[config.mk]
export PLATFORM = sky130hd
export DESIGN_NAME = hash_table_requester
export DESIGN_NICKNAME = d
export VERILOG_FILES = /design/src/rtl/hash_table_requester_pkg.sv /design/src/rtl/sync_fifo.sv /design/src/rtl/hash_table_requester.sv
export SDC_FILE = /design/constraint.sdc
export NUM_CORES = 1
export LEC_CHECK = 0
export CAP_MARGIN = 20
export CORE_MARGIN = 1
export CORE_UTILIZATION = 25
export DETAILED_ROUTE_END_ITERATION = 10
export GPL_TIMING_DRIVEN = 0
export PLACE_DENSITY_LB_ADDON = 0.05
export SYNTH_ARGS = -nofsm -noshare
export SYNTH_HDL_FRONTEND = slang
export SYNTH_HIERARCHICAL = 1
export SYNTH_SLANG_ARGS = --single-unit
export TNS_END_PERCENT = 1
[constraint.sdc]
create_clock -name clk -period 9.3 [get_ports clk]
set_input_delay 2.325 -clock clk [delete_from_list [all_inputs] [get_ports clk]]
set_output_delay 2.325 -clock clk [all_outputs]
set_load 0.02 [all_outputs]
[src/rtl/hash_table_requester_pkg.sv]
// Shared definitions for the hash table requester.
// Holds the table op encoding, the response status encoding and the
// helper that turns the per-op table flags into a response status.
package hash_table_requester_pkg;

   localparam logic [1:0] OP_NOP    = 2'b00;
   localparam logic [1:0] OP_READ   = 2'b01;
   localparam logic [1:0] OP_WRITE  = 2'b10;
   localparam logic [1:0] OP_DELETE = 2'b11;

   typedef enum logic [1:0] {
      ST_OK        = 2'b00,
      ST_NOT_FOUND = 2'b01,
      ST_NO_SPACE  = 2'b10,
      ST_NO_TARGET = 2'b11
   } rsp_status_e;

   // Only the flag that belongs to the op is looked at; the others are
   // don't-care for that op.
   function automatic rsp_status_e map_status(input logic [1:0] op,
                                              input logic       no_element_found,
                                              input logic       no_write_space,
                                              input logic       no_deletion_target);
      rsp_status_e st;
      st = ST_OK;
      case (op)
         OP_READ:   if (no_element_found)   st = ST_NOT_FOUND;
         OP_WRITE:  if (no_write_space)     st = ST_NO_SPACE;
         OP_DELETE: if (no_deletion_target) st = ST_NO_TARGET;
         default:   st = ST_OK;
      endcase
      return st;
   endfunction

endpackage

[src/rtl/sync_fifo.sv]
// Synchronous single-clock FIFO.
// Ports:
//   clk, reset        - clock, synchronous active-high reset (clears pointers/count)
//   push_i, din_i     - write strobe and data; ignored when full
//   pop_i             - read strobe; ignored when empty
//   dout_o            - head entry (valid while empty_o is low)
//   empty_o, full_o   - status
//   count_o           - current occupancy
// DEPTH must be a power of two so the pointers wrap naturally.
module sync_fifo #(
   parameter int WIDTH = 8,
   parameter int DEPTH = 4
) (
   input  logic                     clk,
   input  logic                     reset,
   input  logic                     push_i,
   input  logic [WIDTH-1:0]         din_i,
   input  logic                     pop_i,
   output logic [WIDTH-1:0]         dout_o,
   output logic                     empty_o,
   output logic                     full_o,
   output logic [$clog2(DEPTH):0]   count_o
);

   localparam int AW = $clog2(DEPTH);

   logic [WIDTH-1:0] mem_q [DEPTH];
   logic [WIDTH-1:0] mem_d [DEPTH];
   logic [AW-1:0]    wr_ptr_q, wr_ptr_d;
   logic [AW-1:0]    rd_ptr_q, rd_ptr_d;
   logic [AW:0]      count_q, count_d;
   logic             do_push, do_pop;

   always_comb begin
      do_push  = push_i && !full_o;
      do_pop   = pop_i && !empty_o;
      mem_d    = mem_q;
      wr_ptr_d = wr_ptr_q;
      rd_ptr_d = rd_ptr_q;
      count_d  = count_q;
      if (do_push) begin
         mem_d[wr_ptr_q] = din_i;
         wr_ptr_d        = wr_ptr_q + 1'b1;
      end
      if (do_pop) begin
         rd_ptr_d = rd_ptr_q + 1'b1;
      end
      // Simultaneous push and pop leave the occupancy unchanged.
      if (do_push && !do_pop) begin
         count_d = count_q + 1'b1;
      end else if (do_pop && !do_push) begin
         count_d = count_q - 1'b1;
      end
   end

   // Storage is not reset; only the pointers and count define validity.
   always_ff @(posedge clk) begin
      mem_q <= mem_d;
   end

   always_ff @(posedge clk) begin
      if (reset) begin
         wr_ptr_q <= '0;
         rd_ptr_q <= '0;
         count_q  <= '0;
      end else begin
         wr_ptr_q <= wr_ptr_d;
         rd_ptr_q <= rd_ptr_d;
         count_q  <= count_d;
      end
   end

   assign dout_o  = mem_q[rd_ptr_q];
   assign empty_o = (count_q == '0);
   assign full_o  = (count_q == (AW+1)'(DEPTH));
   assign count_o = count_q;

endmodule

[src/rtl/hash_table_requester.sv]
// Issues read/write/delete ops to a fixed-latency hash table and returns
// one response per op, in issue order, through a small response FIFO.
//
// Handshakes (both sides): a beat transfers on a rising edge where valid
// and ready are both high. A source holds its payload stable while valid
// is high and ready is low. req_ready_o depends only on internal state,
// reset, req_key_i and req_op_i, never on req_valid_i.
//
// Ports:
//   clk, reset                 - clock, synchronous active-high reset
//   req_valid_i/req_ready_o    - request handshake
//   req_op_i/key_i/data_i      - op (01 rd, 10 wr, 11 del; 00 never accepted), key, payload
//   tbl_op_o/key_o/data_o      - registered op to the table, zero when idle
//   tbl_read_data_i, tbl_no_*  - table results, valid RESP_LATENCY cycles after the op
//   rsp_valid_o/rsp_ready_i    - response handshake
//   rsp_op_o/key_o/data_o      - completed op, its key, read data (OK reads only)
//   rsp_status_o               - 00 OK, 01 NOT_FOUND, 10 NO_SPACE, 11 NO_TARGET
//   busy_o                     - any op in flight or response queued
module hash_table_requester
   import hash_table_requester_pkg::*;
#(
   parameter int KEY_WIDTH      = 2,
   parameter int DATA_WIDTH     = 32,
   parameter int RESP_LATENCY   = 3,
   parameter int RSP_FIFO_DEPTH = 4
) (
   input  logic                  clk,
   input  logic                  reset,
   input  logic                  req_valid_i,
   output logic                  req_ready_o,
   input  logic [1:0]            req_op_i,
   input  logic [KEY_WIDTH-1:0]  req_key_i,
   input  logic [DATA_WIDTH-1:0] req_data_i,
   output logic [1:0]            tbl_op_o,
   output logic [KEY_WIDTH-1:0]  tbl_key_o,
   output logic [DATA_WIDTH-1:0] tbl_data_o,
   input  logic [DATA_WIDTH-1:0] tbl_read_data_i,
   input  logic                  tbl_no_element_found_i,
   input  logic                  tbl_no_write_space_i,
   input  logic                  tbl_no_deletion_target_i,
   output logic                  rsp_valid_o,
   input  logic                  rsp_ready_i,
   output logic [1:0]            rsp_op_o,
   output logic [KEY_WIDTH-1:0]  rsp_key_o,
   output logic [DATA_WIDTH-1:0] rsp_data_o,
   output logic [1:0]            rsp_status_o,
   output logic                  busy_o
);

   localparam int ENTRY_W = 2 + KEY_WIDTH + 2 + DATA_WIDTH;
   localparam int CNT_W   = $clog2(RSP_FIFO_DEPTH) + 1;
   localparam int LAST    = RESP_LATENCY - 1;

   // Table launch register: holds an accepted op for exactly one cycle.
   logic [1:0]            tbl_op_q, tbl_op_d;
   logic [KEY_WIDTH-1:0]  tbl_key_q, tbl_key_d;
   logic [DATA_WIDTH-1:0] tbl_data_q, tbl_data_d;

   // Tag pipeline behind the launch register; the last stage lines up with
   // the cycle in which the table result for that op is valid.
   logic                  tag_valid_q [RESP_LATENCY];
   logic                  tag_valid_d [RESP_LATENCY];
   logic [1:0]            tag_op_q    [RESP_LATENCY];
   logic [1:0]            tag_op_d    [RESP_LATENCY];
   logic [KEY_WIDTH-1:0]  tag_key_q   [RESP_LATENCY];
   logic [KEY_WIDTH-1:0]  tag_key_d   [RESP_LATENCY];

   logic [15:0]           in_flight;
   logic                  hazard;
   logic                  credit_ok;
   logic                  accept;

   logic                  fifo_push, fifo_pop, fifo_empty, fifo_full;
   logic [CNT_W-1:0]      fifo_count;
   logic [ENTRY_W-1:0]    fifo_din, fifo_dout;
   rsp_status_e           done_status;
   logic [DATA_WIDTH-1:0] done_data;

   // Two ops conflict on the same key unless both are reads.
   function automatic logic conflicts(input logic [1:0] op_a,
                                      input logic [1:0] op_b);
      return (op_a != OP_READ) || (op_b != OP_READ);
   endfunction

   // Admission: count everything that will eventually occupy a FIFO slot
   // (launch register, tag stages, FIFO entries) and check key hazards.
   always_comb begin
      in_flight = '0;
      hazard    = 1'b0;
      if (tbl_op_q != OP_NOP) begin
         in_flight = in_flight + 16'd1;
         if ((tbl_key_q == req_key_i) && conflicts(tbl_op_q, req_op_i)) begin
            hazard = 1'b1;
         end
      end
      for (int i = 0; i < RESP_LATENCY; i++) begin
         if (tag_valid_q[i]) begin
            in_flight = in_flight + 16'd1;
            if ((tag_key_q[i] == req_key_i) && conflicts(tag_op_q[i], req_op_i)) begin
               hazard = 1'b1;
            end
         end
      end
      credit_ok   = (in_flight + 16'(fifo_count)) < 16'(RSP_FIFO_DEPTH);
      req_ready_o = !reset && (req_op_i != OP_NOP) && !hazard && credit_ok;
      accept      = req_valid_i && req_ready_o;
   end

   always_comb begin
      tbl_op_d   = OP_NOP;
      tbl_key_d  = '0;
      tbl_data_d = '0;
      if (accept) begin
         tbl_op_d   = req_op_i;
         tbl_key_d  = req_key_i;
         tbl_data_d = req_data_i;
      end
      tag_valid_d[0] = (tbl_op_q != OP_NOP);
      tag_op_d[0]    = tbl_op_q;
      tag_key_d[0]   = tbl_key_q;
      for (int i = 1; i < RESP_LATENCY; i++) begin
         tag_valid_d[i] = tag_valid_q[i-1];
         tag_op_d[i]    = tag_op_q[i-1];
         tag_key_d[i]   = tag_key_q[i-1];
      end
   end

   always_ff @(posedge clk) begin
      if (reset) begin
         tbl_op_q   <= OP_NOP;
         tbl_key_q  <= '0;
         tbl_data_q <= '0;
         for (int i = 0; i < RESP_LATENCY; i++) begin
            tag_valid_q[i] <= 1'b0;
            tag_op_q[i]    <= OP_NOP;
            tag_key_q[i]   <= '0;
         end
      end else begin
         tbl_op_q   <= tbl_op_d;
         tbl_key_q  <= tbl_key_d;
         tbl_data_q <= tbl_data_d;
         for (int i = 0; i < RESP_LATENCY; i++) begin
            tag_valid_q[i] <= tag_valid_d[i];
            tag_op_q[i]    <= tag_op_d[i];
            tag_key_q[i]   <= tag_key_d[i];
         end
      end
   end

   // Result capture for the tag in the last stage.
   always_comb begin
      done_status = map_status(tag_op_q[LAST], tbl_no_element_found_i,
                               tbl_no_write_space_i, tbl_no_deletion_target_i);
      done_data   = '0;
      if ((tag_op_q[LAST] == OP_READ) && (done_status == ST_OK)) begin
         done_data = tbl_read_data_i;
      end
      fifo_push = tag_valid_q[LAST] && !fifo_full;
      fifo_din  = {tag_op_q[LAST], tag_key_q[LAST], done_status, done_data};
      fifo_pop  = rsp_ready_i && !fifo_empty;
   end

   sync_fifo #(
      .WIDTH (ENTRY_W),
      .DEPTH (RSP_FIFO_DEPTH)
   ) u_rsp_fifo (
      .clk     (clk),
      .reset   (reset),
      .push_i  (fifo_push),
      .din_i   (fifo_din),
      .pop_i   (fifo_pop),
      .dout_o  (fifo_dout),
      .empty_o (fifo_empty),
      .full_o  (fifo_full),
      .count_o (fifo_count)
   );

   assign tbl_op_o    = tbl_op_q;
   assign tbl_key_o   = tbl_key_q;
   assign tbl_data_o  = tbl_data_q;

   // Fields are forced to zero while empty so stale storage never shows.
   assign rsp_valid_o = !fifo_empty;
   assign {rsp_op_o, rsp_key_o, rsp_status_o, rsp_data_o} =
      rsp_valid_o ? fifo_dout : '0;

   assign busy_o = (in_flight != 16'd0) || !fifo_empty;

endmodule

Word level (Yosys, flattened, before mapping)
Memories as Yosys holds them, arrays and structs flattened.
Index checks and enable logic that the tools add are counted.
{"block": "op_classes", "addsub": 8, "order_cmp": 4, "eq_ne": 13, "muxes": 38, "bitwise_logic": 12, "n_reduce_logical": 34}
{"cell": "$bwmux W152", "count": 1}
{"cell": "$mux W38", "count": 4}
{"cell": "$bmux W38 S2", "count": 1}
{"cell": "$demux W38 S2", "count": 1}
{"cell": "$add A16 B1 Y16 const B", "count": 3}
{"cell": "$mux W16", "count": 3}
{"cell": "$mux W32", "count": 1}
{"cell": "$add A16 B3 Y16", "count": 1}
{"cell": "$logic_and A1 B1 Y1", "count": 16}
{"cell": "$lt A16 B3 Y1 const B", "count": 1}
{"cell": "$mux W1", "count": 16}
{"cell": "$mux W2", "count": 8}
{"cell": "$reduce_bool A16 Y1", "count": 1}
{"cell": "$ne A2 B1 Y1 const B", "count": 5}
{"cell": "$or A1 B1 Y1", "count": 9}
{"cell": "$eq A2 B2 Y1", "count": 4}
{"cell": "$ge A3 B3 Y1 const B", "count": 2}
{"cell": "$logic_not A1 Y1", "count": 6}
{"cell": "$mux W3", "count": 2}
{"cell": "$not A2 Y3", "count": 2}
{"cell": "$pmux W2 S3", "count": 1}
{"cell": "$reduce_bool A2 Y1", "count": 3}
{"cell": "$logic_or A1 B1 Y1", "count": 5}
{"cell": "$add A2 B1 Y2 const B", "count": 2}
{"cell": "10 further kinds", "count": 11}
{"block": "totals", "reg_bits": 195, "mem_bits_rw": 15, "in_bits": 75, "output_inout_bits": 77, "wordCells": 122, "mem_count": 3}
{"memory": "tag_key_q", "words": 3, "word_bits": 2, "read_ports": 3, "rd_clocked_by_memory_dff": 0, "write_ports": 3, "line_no": "hash_table_requester.sv:65", "source": "logic [KEY_WIDTH-1:0] tag_key_q [RESP_LATENCY];"}
{"memory": "tag_op_q", "words": 3, "word_bits": 2, "read_ports": 3, "rd_clocked_by_memory_dff": 0, "write_ports": 3, "line_no": "hash_table_requester.sv:63", "source": "logic [1:0] tag_op_q [RESP_LATENCY];"}
{"memory": "tag_valid_q", "words": 3, "word_bits": 1, "read_ports": 3, "rd_clocked_by_memory_dff": 0, "write_ports": 3, "line_no": "hash_table_requester.sv:61", "source": "logic tag_valid_q [RESP_LATENCY];"}

Logic depth before layout (Yosys ltp)
{"block": "logic_depth", "depth_word": 17, "ltp_mapped": 13, "ltp_nobuf": 12}

By module
The synthesis kept the hierarchy.
{"mod": "sync_fifo", "n_inst": 1, "cells_each": 243, "area_per_inst_um2": 5949.5, "seq_area_each_um2": 4704.5}
{"mod": "hash_table_requester", "n_inst": 1, "cells_each": 280, "area_per_inst_um2": 2556.2, "seq_area_each_um2": 1021.0}

Least setup slack after synthesis
Ideal clock, no wire load.
{"block": "synth_timing", "kind": "input to output", "start": "in req_op_i[1]", "end": "out req_ready_o", "arrival_ns": 3.476, "required_time_ns": 6.975, "slack_ns": 3.499, "cell_stages": 5, "path_buffers": 1, "path_cell_list": "nand2b_1 > o2111ai_1 > nand3_1 > buf_2 > nor2_1"}
{"block": "synth_between", "elab_chain_cells": 14, "word_cells_on_any_way": 22, "cone_classes": "eq/ne: 1; mux: 8; reduce/logical: 13"}
{"item": "start, declared", "line_no": "hash_table_requester.sv:31", "source": "input logic [1:0] req_op_i,"}
{"item": "$ne A2 B1 Y1", "line_no": "hash_table_requester.sv:82", "source": "return (op_a != OP_READ) || (op_b != OP_READ);"}
{"item": "$logic_or A1 B1 Y1", "line_no": "hash_table_requester.sv:82"}
{"item": "$logic_and A1 B1 Y1", "line_no": "hash_table_requester.sv:92", "source": "if ((tbl_key_q == req_key_i) && conflicts(tbl_op_q, req_op_i)) begin"}
{"item": "$mux W1", "line_no": "hash_table_requester.sv:92"}
{"item": "$mux W1", "line_no": "hash_table_requester.sv:90", "source": "if (tbl_op_q != OP_NOP) begin"}
{"item": "$mux W1", "line_no": "hash_table_requester.sv:99", "source": "if ((tag_key_q[i] == req_key_i) && conflicts(tag_op_q[i], req_op_i)) begin"}
{"item": "$mux W1", "line_no": "hash_table_requester.sv:97", "source": "if (tag_valid_q[i]) begin"}
{"item": "$mux W1", "line_no": "hash_table_requester.sv:99"}
{"item": "$mux W1", "line_no": "hash_table_requester.sv:97"}
{"item": "$mux W1", "line_no": "hash_table_requester.sv:99"}
{"item": "$mux W1", "line_no": "hash_table_requester.sv:97"}
{"item": "$logic_not A1 Y1", "line_no": "hash_table_requester.sv:105", "source": "req_ready_o = !reset && (req_op_i != OP_NOP) && !hazard && credit_ok;"}
{"item": "$logic_and A1 B1 Y1 * (2 in series)", "line_no": "hash_table_requester.sv:105"}
{"item": "end, declared", "line_no": "hash_table_requester.sv:30", "source": "output logic req_ready_o,"}
Every way passes the cells marked *; elsewhere a longest branch is shown, timed or not.

Worst setup path in the final report
{"block": "layout_timing", "start": "in reset", "end": "out req_ready_o"}
{"block": "layout_between", "elab_chain_cells": 4}
{"item": "start, declared", "line_no": "hash_table_requester.sv:28", "source": "input logic reset,"}
{"item": "$logic_not A1 Y1", "line_no": "hash_table_requester.sv:105"}
{"item": "$logic_and A1 B1 Y1 (3 in series)", "line_no": "hash_table_requester.sv:105"}
No other way between the ends.

==> out/results.md <==
| Quantity | Reported |
|:---|:---|
| Run status | complete, no violations |
| Time the final worst path needs with I/O delays and setup | 7.270 ns |
| Sequential element share of the synthesized area | 67.31% |
| Net count reported at finish | 789 |
| Async set or reset register ratio after synthesis | 0% |
| Synthesis warning total | 6 |
| Leading post-synthesis cells by cell area | sky130_fd_sc_hd__edfxtp_1 (54%), sky130_fd_sc_hd__dfxtp_1 (14%), sky130_fd_sc_hd__mux4_2 (10%), sky130_fd_sc_hd__nor2b_1 (4.2%), sky130_fd_sc_hd__nor3_2 (3.4%) |
| Count of final max-slew check failures | 0 |
| Minimum hold slack | 0.4578 ns |
| CP startpoint kind | input pin |
| Delay of the slowest critical-path stage | 0.76 ns |
| Hold buffer count at CTS | 0 |
| Number of enable flip-flop cells after synthesis | 152 |
| Pin slew with the least headroom to its limit | 0.8348 ns |
| Cell leakage power | 3.945 nW |
| Wire length of the first global-routing pass | 31.95 mm |
| Most used standard cell by instance count after synthesis | sky130_fd_sc_hd__edfxtp_1 |
| Data required, critical path | 6.98 ns |
| Net load switching power | 0.4191 mW |
| Io pins | 152 |
| Vias in the first global route | 5403 |
| Antenna cells | 0 |
| Share of the clock period used by the worst path after layout | 78.17% |
| Final setup margin | 2.030 ns |
| Longest Clk Path Bufs | 3 |
| Layout filler cell count | 3317 |
| Type of element capturing the critical path | primary output |
| Yosys reg bits | 210 |
| Synth Flop Type | sky130_fd_sc_hd__edfxtp_1 |
| FF+latch area | 5725 µm² |
| Distinct cell type count of the synthesized netlist | 37 |
| Footprint of the multi-input gates | 2507 µm² |
| Non-Filler Cell Area, Final | 11420 µm² |
| Data arrival at the endpoint of the critical path | 4.94 ns |
| GPL Wtd Cong | 0.6720 |
| PortBufs | 149 |
| Worst Clk Skew | 0.007455 ns |
| DP Area | 10640 µm² |
| Floorplan die height | 186.5 µm |
| Met2 wire length | 9.707 mm |
| Tightest slew margin relative to the limit | 44.35% |
| Post-CTS resize count | 0 |
| Final Power | 2.009 mW |
| Final number of setup-violating endpoints | 0 |
| Sinks on the clock net | 210 |
| Setup total negative slack | 0 ns |
| CTS buffer count | 25 |
| Largest driver fanout on the critical path | 17 |
| Clock slew at the register clock pins of the worst setup and hold paths | 0.06 ns |
| Max Freq | 137.6 MHz |
| Number of violations reported at the end of detailed-routing iteration 0 | 228 |
| Part of the power in combinational logic | 4.6% |
| Drt first pass iters | 4 |
| Estimated wirelength of the detail-placed design | 13.21 mm |
| Mean area per synthesized cell | 16.26 µm² |
| Number of antenna-violating nets in the routed design | 0 |
| Maximum number of pins on one net before global-route repair | 28 |
| Relative area change from synthesis to final layout | 34.25% |
| Internal power consumption | 1.590 mW |
| Share of the synthesized area in the top cell type | 53.66% |
| Total vias in the final route | 4855 |
| H-tree levels | 1 |
| Post-synth top cells | sky130_fd_sc_hd__edfxtp_1 (152), sky130_fd_sc_hd__dfxtp_1 (58), sky130_fd_sc_hd__nor2b_1 (57) |
| Type of the worst setup path | input pin to primary output |
| Post-synth net total | 609 |
| Antenna violations before repair | 0 |
| Highest signal layer in the routed design | met4 |
| Cell mode on critical path | sky130_fd_sc_hd__clkdlybuf4s50_1 |
| Hold Violations, Final | 0 |
| Max-cap violation count | 0 |
| Gate Count Post-Synth | 523 |
| Core outline area | 33530 µm² |
| Proportion of power drawn by the clock network | 45.6% |
| Pre-CTS worst setup slack | 1.972 ns |
| Post-CTS Repair Setup Buffers | 0 |
| Initial core utilization | 25.37% |
| Mean number of vias per cell | 4.153 |
| Netlist area before placement | 8506 µm² |
| Met3 routed wirelength | 1.218 mm |
| Global-route total usage across every layer | 11.94% |
| Cell at the root of the clock tree | sky130_fd_sc_hd__clkbuf_16 |
| Floorplan die area | 34760 µm² |
| Unrepaired setup endpoints after global routing | no |
| Number of DRC violations after detailed routing | 0 |
| Clk_lat worst skew | 0.51 ns |
| Pwr per Cell Area | 175.9 nW/µm² |
| Average wire per cell in the routed design | 17.52 µm |
| Switching share of power | 20.86% |
| WL met1 | 9.193 mm |
| Horiz. Die Dim | 186.5 µm |
| Global-route congestion overflow total | 0 |
| Detailed-route wire length | 20.48 mm |
| Cells along the critical path | clkdlybuf4s50_1 -> nor4_1 -> o21a_1 -> o311ai_4 -> buf_6 -> nor2_1 -> clkdlybuf4s50_1 |
| TritonCTS clock tree | done |
| Number of standard-cell rows in the floorplan | 67 |
| Sequential group share of total power | 49.7% |
| Worst vdd rail ir drop | 0.1071 mV |
| Proportion of layout cells with a drive suffix above 1 | 19.69% |
| Critical path's slowest cell | sky130_fd_sc_hd__clkdlybuf4s50_1 |
| Worst hold path type | register to register |
| Cell type with the highest aggregate area in the netlist | sky130_fd_sc_hd__edfxtp_1 |
path summary, 6_finish.rpt:
path	startpoint	slack (ns)	to	cells after the start
setup / recovery	reset	2.03	req_ready_o	7
setup reg to reg	u_rsp_fifo/count_o[0]	5.87	u_rsp_fifo/count_o[2]	10
hold / removal	tag_op_q[0][1]	0.46	tag_op_q[0][3]	1
hold reg to reg	tag_op_q[0][1]	0.46	tag_op_q[0][3]	1
cell families after synthesis:
kind of cell,Yosys count,synth area share [%]
muxes,43,10.66
xor gates and xnor gates,15,1.721
DFF,210,67.31
and+or+nand+nor,192,14.08
AOI/OAI and AO/OA,13,1.251
buffers and inverters,39,3.266
adders and majority gates,11,1.706
power by group through the flow:
stage	sequential (mW)	clock, mW	combinational, mW
global route	0.999	0.999	0.101
global placement	1.02	0	0.0936
floorplan	1.02	0	0.0344
finish	0.999	0.917	0.0929
CTS	0.999	0.957	0.0951
detailed placement	1.02	0	0.0944
state kept, by name (all words and copies together), names as in the netlist, 3 cells and up:
| register | flops |
|---|---|
| tag_op_q | 6 |
| tbl_data_o | 32 |
| tag_valid_q | 3 |
| u_rsp_fifo/count_o | 3 |
| tag_key_q | 6 |
| u_rsp_fifo/mem_q | 152 |
worst max-delay path, delay by kind of cell:
family	cells	cell delay [ns]
buf+inv	3	1.63
simple gates	2	0.57
compound gates	2	0.42
stage by stage:
step	util, %	cells
after floorplan	-	523
after CTS	34.05	1169
final	34.05	1169
after global routing	34.05	1169
after detailed placement	31.74	1124
after global placement	31.49	1120
routing by layer:
metal / vias to the layer above / global-route usage (%)
li1: 2276 / -
met1: 2419 / 15.29
met2: 131 / 20.03
met3: 29 / 3.141
met4: 0 / 2.963
met5: - / 0
layout make-up:
type | instances | area share, %
Clock buffer | 31 | 5.939
Clock inverter | 14 | 0.8547
Tap cell | 448 | 4.909
Multi-Input combinational cell | 274 | 21.96
Sequential cell | 210 | 50.14
Inverter | 5 | 0.1644
Timing Repair Buffer | 153 | 13.76
Buffer | 34 | 2.268
placed cells by master, fill, tap and decap left out, types with 7 or more instances in the layout:
master | Yosys | layout
sky130_fd_sc_hd__dfxtp_1 | 58 | 58
sky130_fd_sc_hd__buf_12 | 4 | 8
sky130_fd_sc_hd__nor2_1 | 8 | 8
sky130_fd_sc_hd__mux4_2 | 38 | 38
sky130_fd_sc_hd__nor3_1 | 7 | 7
sky130_fd_sc_hd__nor2b_1 | 57 | 57
sky130_fd_sc_hd__nand2_1 | 37 | 37
sky130_fd_sc_hd__edfxtp_1 | 152 | 152
sky130_fd_sc_hd__xor2_1 | 8 | 8
sky130_fd_sc_hd__clkinv_2 | 0 | 8
sky130_fd_sc_hd__clkbuf_1 | 12 | 15
sky130_fd_sc_hd__nor3_2 | 29 | 29
sky130_fd_sc_hd__clkbuf_16 | 0 | 25
sky130_fd_sc_hd__clkdlybuf4s50_1 | 0 | 149
sky130_fd_sc_hd__and2_1 | 36 | 32
sky130_fd_sc_hd__buf_2 | 8 | 8
sky130_fd_sc_hd__ha_1 | 10 | 10
Power figures use the tool's default switching activity.
==> edit 1: new RTL, same flow settings <==
Change the parameter `DATA_WIDTH` from 32 to 28.
--- a/src/rtl/hash_table_requester.sv
+++ b/src/rtl/hash_table_requester.sv
@@ -22,3 +22,3 @@
    parameter int KEY_WIDTH      = 2,
-   parameter int DATA_WIDTH     = 32,
+   parameter int DATA_WIDTH     = 28,
    parameter int RESP_LATENCY   = 3,
Ports: changed (resized req_data_i, rsp_data_o, tbl_data_o and tbl_read_data_i); port bits go from 152 to 136. No check against the original RTL was run, so the function may have changed too.
==> edit 1 against the original RTL <==
Power decreased by 16%. Area after synthesis decreased by 8.7%. Cell area decreased by 10%. Critical path depth unchanged. Utilization decreased by 0.48 points. Critical endpoint unchanged. Routed wire length decreased by 12%. Sequential cell count decreased by 20. Non-clock buffer count decreased by 20. Worst setup slack improved by 59 ps. Worst hold slack improved by 5.2 ps.
==> edit 1: results (changes against the original RTL) <==
post-place-ws_ps: 2000  # +24.3 ps
synthTopCellsByArea: "edfxtp_1, dfxtp_1, mux4_2"
largest_reg_flops: 136  # -11%
gp_congestion: 0.680  # +1.2%
synth_fa_ha_area_share_pct: 1.87  # +0.16 points
grt_pass1_vias: 4688  # -13%
run_status: "complete, no violations"
ir_worst_vdd_v: 0.000109  # +1.5%
drt-pass1-iter-count: 4  # unchanged
postSynthNetCount: 557  # -8.5%
routedWlPerCell_um: 17.3  # -1.3%
async_flop_share_pct: 0  # unchanged
yosys_warnings: 6  # unchanged
drive_above_1_share_pct: 19.3  # -0.40 points
synthMuxAreaShare_pct: 10.8  # +0.15 points
synth_cell_types: 39  # +5.4%
worst-endpoint-arrival_ps: 4890  # -50 ps
synthXorXnorAreaFrac_pct: 1.89  # +0.16 points
relSlewSlack_pct: 40.2  # -4.1 points
clk_latency_ps: 430  # -80 ps
grt_pass1_wl_mm: 27.3  # -14%
cts_buffers: 17  # -32%
switching_power_mw: 0.384  # -8.3%
yosysSeqAreaShare_pct: 66.5  # -0.80 points
synth-compound-area-share_pct: 1.37  # +0.12 points
dr.first_iter.drc_count: 144  # -37%
p_leak_nw: 3.56  # -9.8%
synth-edff-count: 136  # -11%
cts.path.max_buffers: 2  # -1
h-tree-depth: 4  # +3
ctsRootBufferMaster: "clkbuf_16"
antenna_found_initial: 0  # unchanged
r2r-start: "tbl_op_o[1]"
track_usage_pct: 12.0  # +0.020 points
ys_top_cells_by_count: "edfxtp_1, dfxtp_1, nor2b_1"
seqPwrFrac_pct: 53.4  # +3.7 points
cp_max_fo: 17  # unchanged
port_buffers: 133  # -11%
power_density_nw_per_um2: 164  # -6.6%
grt_max_degree: 22  # -21%
p_clk_mw: 0.701  # -24%
hold_path.startpoint: "tag_op_q[0][3]"
clock_skew_ps: 22.1  # +14.6 ps
fin_nets: 713  # -9.6%
hpwl_mm: 12.3  # -7.0%
vias_per_cell: 4.10  # -1.3%
dpl-instance-area_um2: 9700  # -8.9%
[edit 1: area by class of cell]
type | instances | area, um2
sequential | 190 | 5160
clock buffer | 17 | 425
inverter | 5 | 18.8
buffer | 30 | 225
timing repair buffer | 137 | 1430
tap | 396 | 495
clock inverter | 15 | 148
multi-input combinational | 254 | 2370
fill | 2996 | 20300
[edit 1: cell families after synthesis]
logic type,after synthesis
compound gates,13
xor+xnor,15
simple gates,176
fa+ha+maj,11
mux,39
flops,190
buf+inv,35
[edit 1: metrics by stage]
stage / hold slack [ps] / std cells
after floorplan: 429 / 479
after global routing: 477 / 1044
after detailed placement: 448 / 1012
final: 463 / 1044
after global placement: 450 / 1008
after CTS: 464 / 1044
[edit 1: final timing paths]
check,to,slack (ps),cells past startpoint
min,tag_op_q[0][5],460,1
min reg2reg,tag_op_q[0][5],460,1
max reg2reg,tbl_op_o[0],6180,11
max,req_ready_o,2090,7
[edit 1: per-layer routing]
| layer | routed length [um] | share of wire (%) | vias up | global-route usage [%] |
|---|---|---|---|---|
| li1 | - | - | 2067 | - |
| met1 | 8020 | 44 | 2103 | 15.0 |
| met2 | 8970 | 50 | 97 | 20.0 |
| met3 | 872 | 4.8 | 12 | 3.07 |
| met4 | 187 | 1.0 | 0 | 3.81 |
| met5 | 0 | 0 | - | 0 |
[edit 1: critical path, cell delays in order]
cell and delay, ps:
clkdlybuf4s50_1 760, nor4_1 470, o21a_1 210, o311ai_4 160, buf_6 210, nor2_1 100
clkdlybuf4s50_1 630
==> edit 2: new RTL, same settings <==
Without the edit above. Add an input register stage for `req_key_i`, without a reset; this delays it by one clock. The other inputs are not delayed to match.
--- a/src/rtl/hash_table_requester.sv
+++ b/src/rtl/hash_table_requester.sv
@@ -53,2 +53,8 @@
 
+   logic [KEY_WIDTH-1:0] req_key_q;
+
+   always_ff @(posedge clk) begin
+      req_key_q <= req_key_i;
+   end
+
    // Table launch register: holds an accepted op for exactly one cycle.
@@ -91,3 +97,3 @@
          in_flight = in_flight + 16'd1;
-         if ((tbl_key_q == req_key_i) && conflicts(tbl_op_q, req_op_i)) begin
+         if ((tbl_key_q == req_key_q) && conflicts(tbl_op_q, req_op_i)) begin
             hazard = 1'b1;
@@ -98,3 +104,3 @@
             in_flight = in_flight + 16'd1;
-            if ((tag_key_q[i] == req_key_i) && conflicts(tag_op_q[i], req_op_i)) begin
+            if ((tag_key_q[i] == req_key_q) && conflicts(tag_op_q[i], req_op_i)) begin
                hazard = 1'b1;
@@ -114,3 +120,3 @@
          tbl_op_d   = req_op_i;
-         tbl_key_d  = req_key_i;
+         tbl_key_d  = req_key_q;
          tbl_data_d = req_data_i;
Check against the original RTL: not equivalent (Yosys sat finds a counterexample within 4 cycles, from zero or initial values and one cycle with reset high).
==> edit 2 against the original RTL <==
Non-clock buffer count rose by 2. Maximum frequency fell by 1.4%. Worst setup slack got worse by 110 ps. Cell area rose by 1.6%. Cell count rose by 0.77%. Power rose by 5.5%. Sequential cell count rose by 2. Area after synthesis rose by 0.65%. Routed wire length barely moved. Highest routed layer unchanged.
==> edit 2: results (changes against the original RTL) <==
multiInputGateArea_um2: 2520  # +0.60%
largest_reg_flops: 152  # unchanged
hpwl_mm: 13.3  # +1.0%
r2r-start: "tbl_op_o[1]"
drive_above_1_share_pct: 20.1  # +0.44 points
yosysSeqAreaShare_pct: 67.3  # about the same
run_status: "complete, no violations"
synthTopCellsByArea: "edfxtp_1, dfxtp_1, mux4_2"
fillers: 3255  # -1.9%
dpl-instance-area_um2: 10700  # +0.71%
buffers: 189  # +1.1%
nFlopsAndLatches: 212  # +0.95%
worst-endpoint-arrival_ps: 5050  # +110 ps
relSlewSlack_pct: 53.1  # +8.8 points
syn_area_per_cell_um2: 16.3  # about the same
rr_endpoint: "tbl_data_o[31]"
postSynthNetCount: 612  # +0.49%
drt_wl_total_mm: 20.5  # about the same
grt_pass1_wl_mm: 31.9  # -0.13%
final_cells: 1178  # +0.77%
reg2regPathDepth: 11  # +1
vias_per_cell: 4.13  # -0.56%
track_usage_pct: 11.9  # -0.064 points
async_flop_share_pct: 0  # unchanged
max_freq_mhz: 136  # -1.4%
cp_max_fo: 16  # -1
n_clock_buffer: 37  # +19%
ys_top_cells_by_count: "edfxtp_1, dfxtp_1, nor2b_1"
hp-class: "reg2reg"
cap_viol_max_count: 0  # unchanged
clock_area_share_pct: 7.62  # +0.83 points
gp_congestion: 0.668  # -0.63%
regArea_um2: 5770  # +0.70%
cts.path.max_buffers: 3  # unchanged
dp_cells: 1129  # +0.44%
crit_type: "in2out"
fin_nets: 796  # +0.89%
multi_input_area_share_pct: 21.7  # -0.22 points
ir_worst_vdd_v: 0.000123  # +15%
layout.nonclk_buf_share_pct: 15.9  # -0.082 points
clock_skew_ps: 9.84  # +2.39 ps
grt_max_degree: 21  # -25%
reg2reg_slack_ps: 6020  # +150 ps
port_buffers: 151  # +1.3%
multi_input_comb_cells: 275  # +0.36%
p_leak_nw: 4.03  # +2.1%
cts_buffers: 27  # +8.0%
grt_pass1_vias: 5388  # -0.28%
synth_cell_types: 40  # +8.1%
p_int_mw: 1.69  # +6.3%
dr.first_iter.drc_count: 170  # -25%
post-place-ws_ps: 1900  # -68.0 ps
-- edit 2: cell count changes in the layout (fill, tap and decap cells not counted), moves of 2 or more --
| cell | before | now |
|---|---|---|
| clkbuf_8 | 3 | 6 |
| clkbuf_16 | 25 | 27 |
| clkdlybuf4s50_1 | 149 | 151 |
| clkinv_1 | 3 | 1 |
| dfxtp_1 | 58 | 60 |
-- edit 2: worst min-delay path by stage --
| stage | from | slack, ps | cells after the start | endpoint |
|---|---|---|---|---|
| floorplan | tag_op_q[0][1] | 430 | 1 | tag_op_q[0][3] |
| global placement | tag_op_q[0][3] | 460 | 1 | tag_op_q[0][5] |
| detailed placement | tag_op_q[0][3] | 460 | 1 | tag_op_q[0][5] |
| CTS | tag_op_q[0][3] | 470 | 1 | tag_op_q[0][5] |
| global route | tag_op_q[0][3] | 490 | 1 | tag_op_q[0][5] |
| finish | tag_op_q[0][3] | 470 | 1 | tag_op_q[0][5] |
-- edit 2: logic make-up after synthesis --
logic type / synth area share [%]
buffers and inverters: 3.24
muxes: 10.6
adders and majority gates: 1.70
xor gates and xnor gates: 1.71
AOI/OAI and AO/OA: 1.36
and+or+nand+nor: 14.0
DFF: 67.3
-- edit 2: metal layers --
layer  up-vias  part of all wire (%)  global-route usage [%]  routed length, um
met5         -                     0                       0                  0
met4         0                   2.1                    3.53                432
met3        31                   7.0                    3.73               1430
met2       136                    48                    20.0               9820
met1      2398                    43                    14.6               8800
li1       2300                     -                       -                  -
-- edit 2: power groups by stage --
stage	sequential, mW	combinational, mW	clock [mW]
4_1_cts	1.01	0.0967	1.06
3_5_place_dp	1.03	0.0959	0
6_report	1.01	0.0946	1.02
2_1_floorplan	1.03	0.0348	0
3_3_place_gp	1.03	0.0955	0
5_1_grt	1.01	0.102	1.09
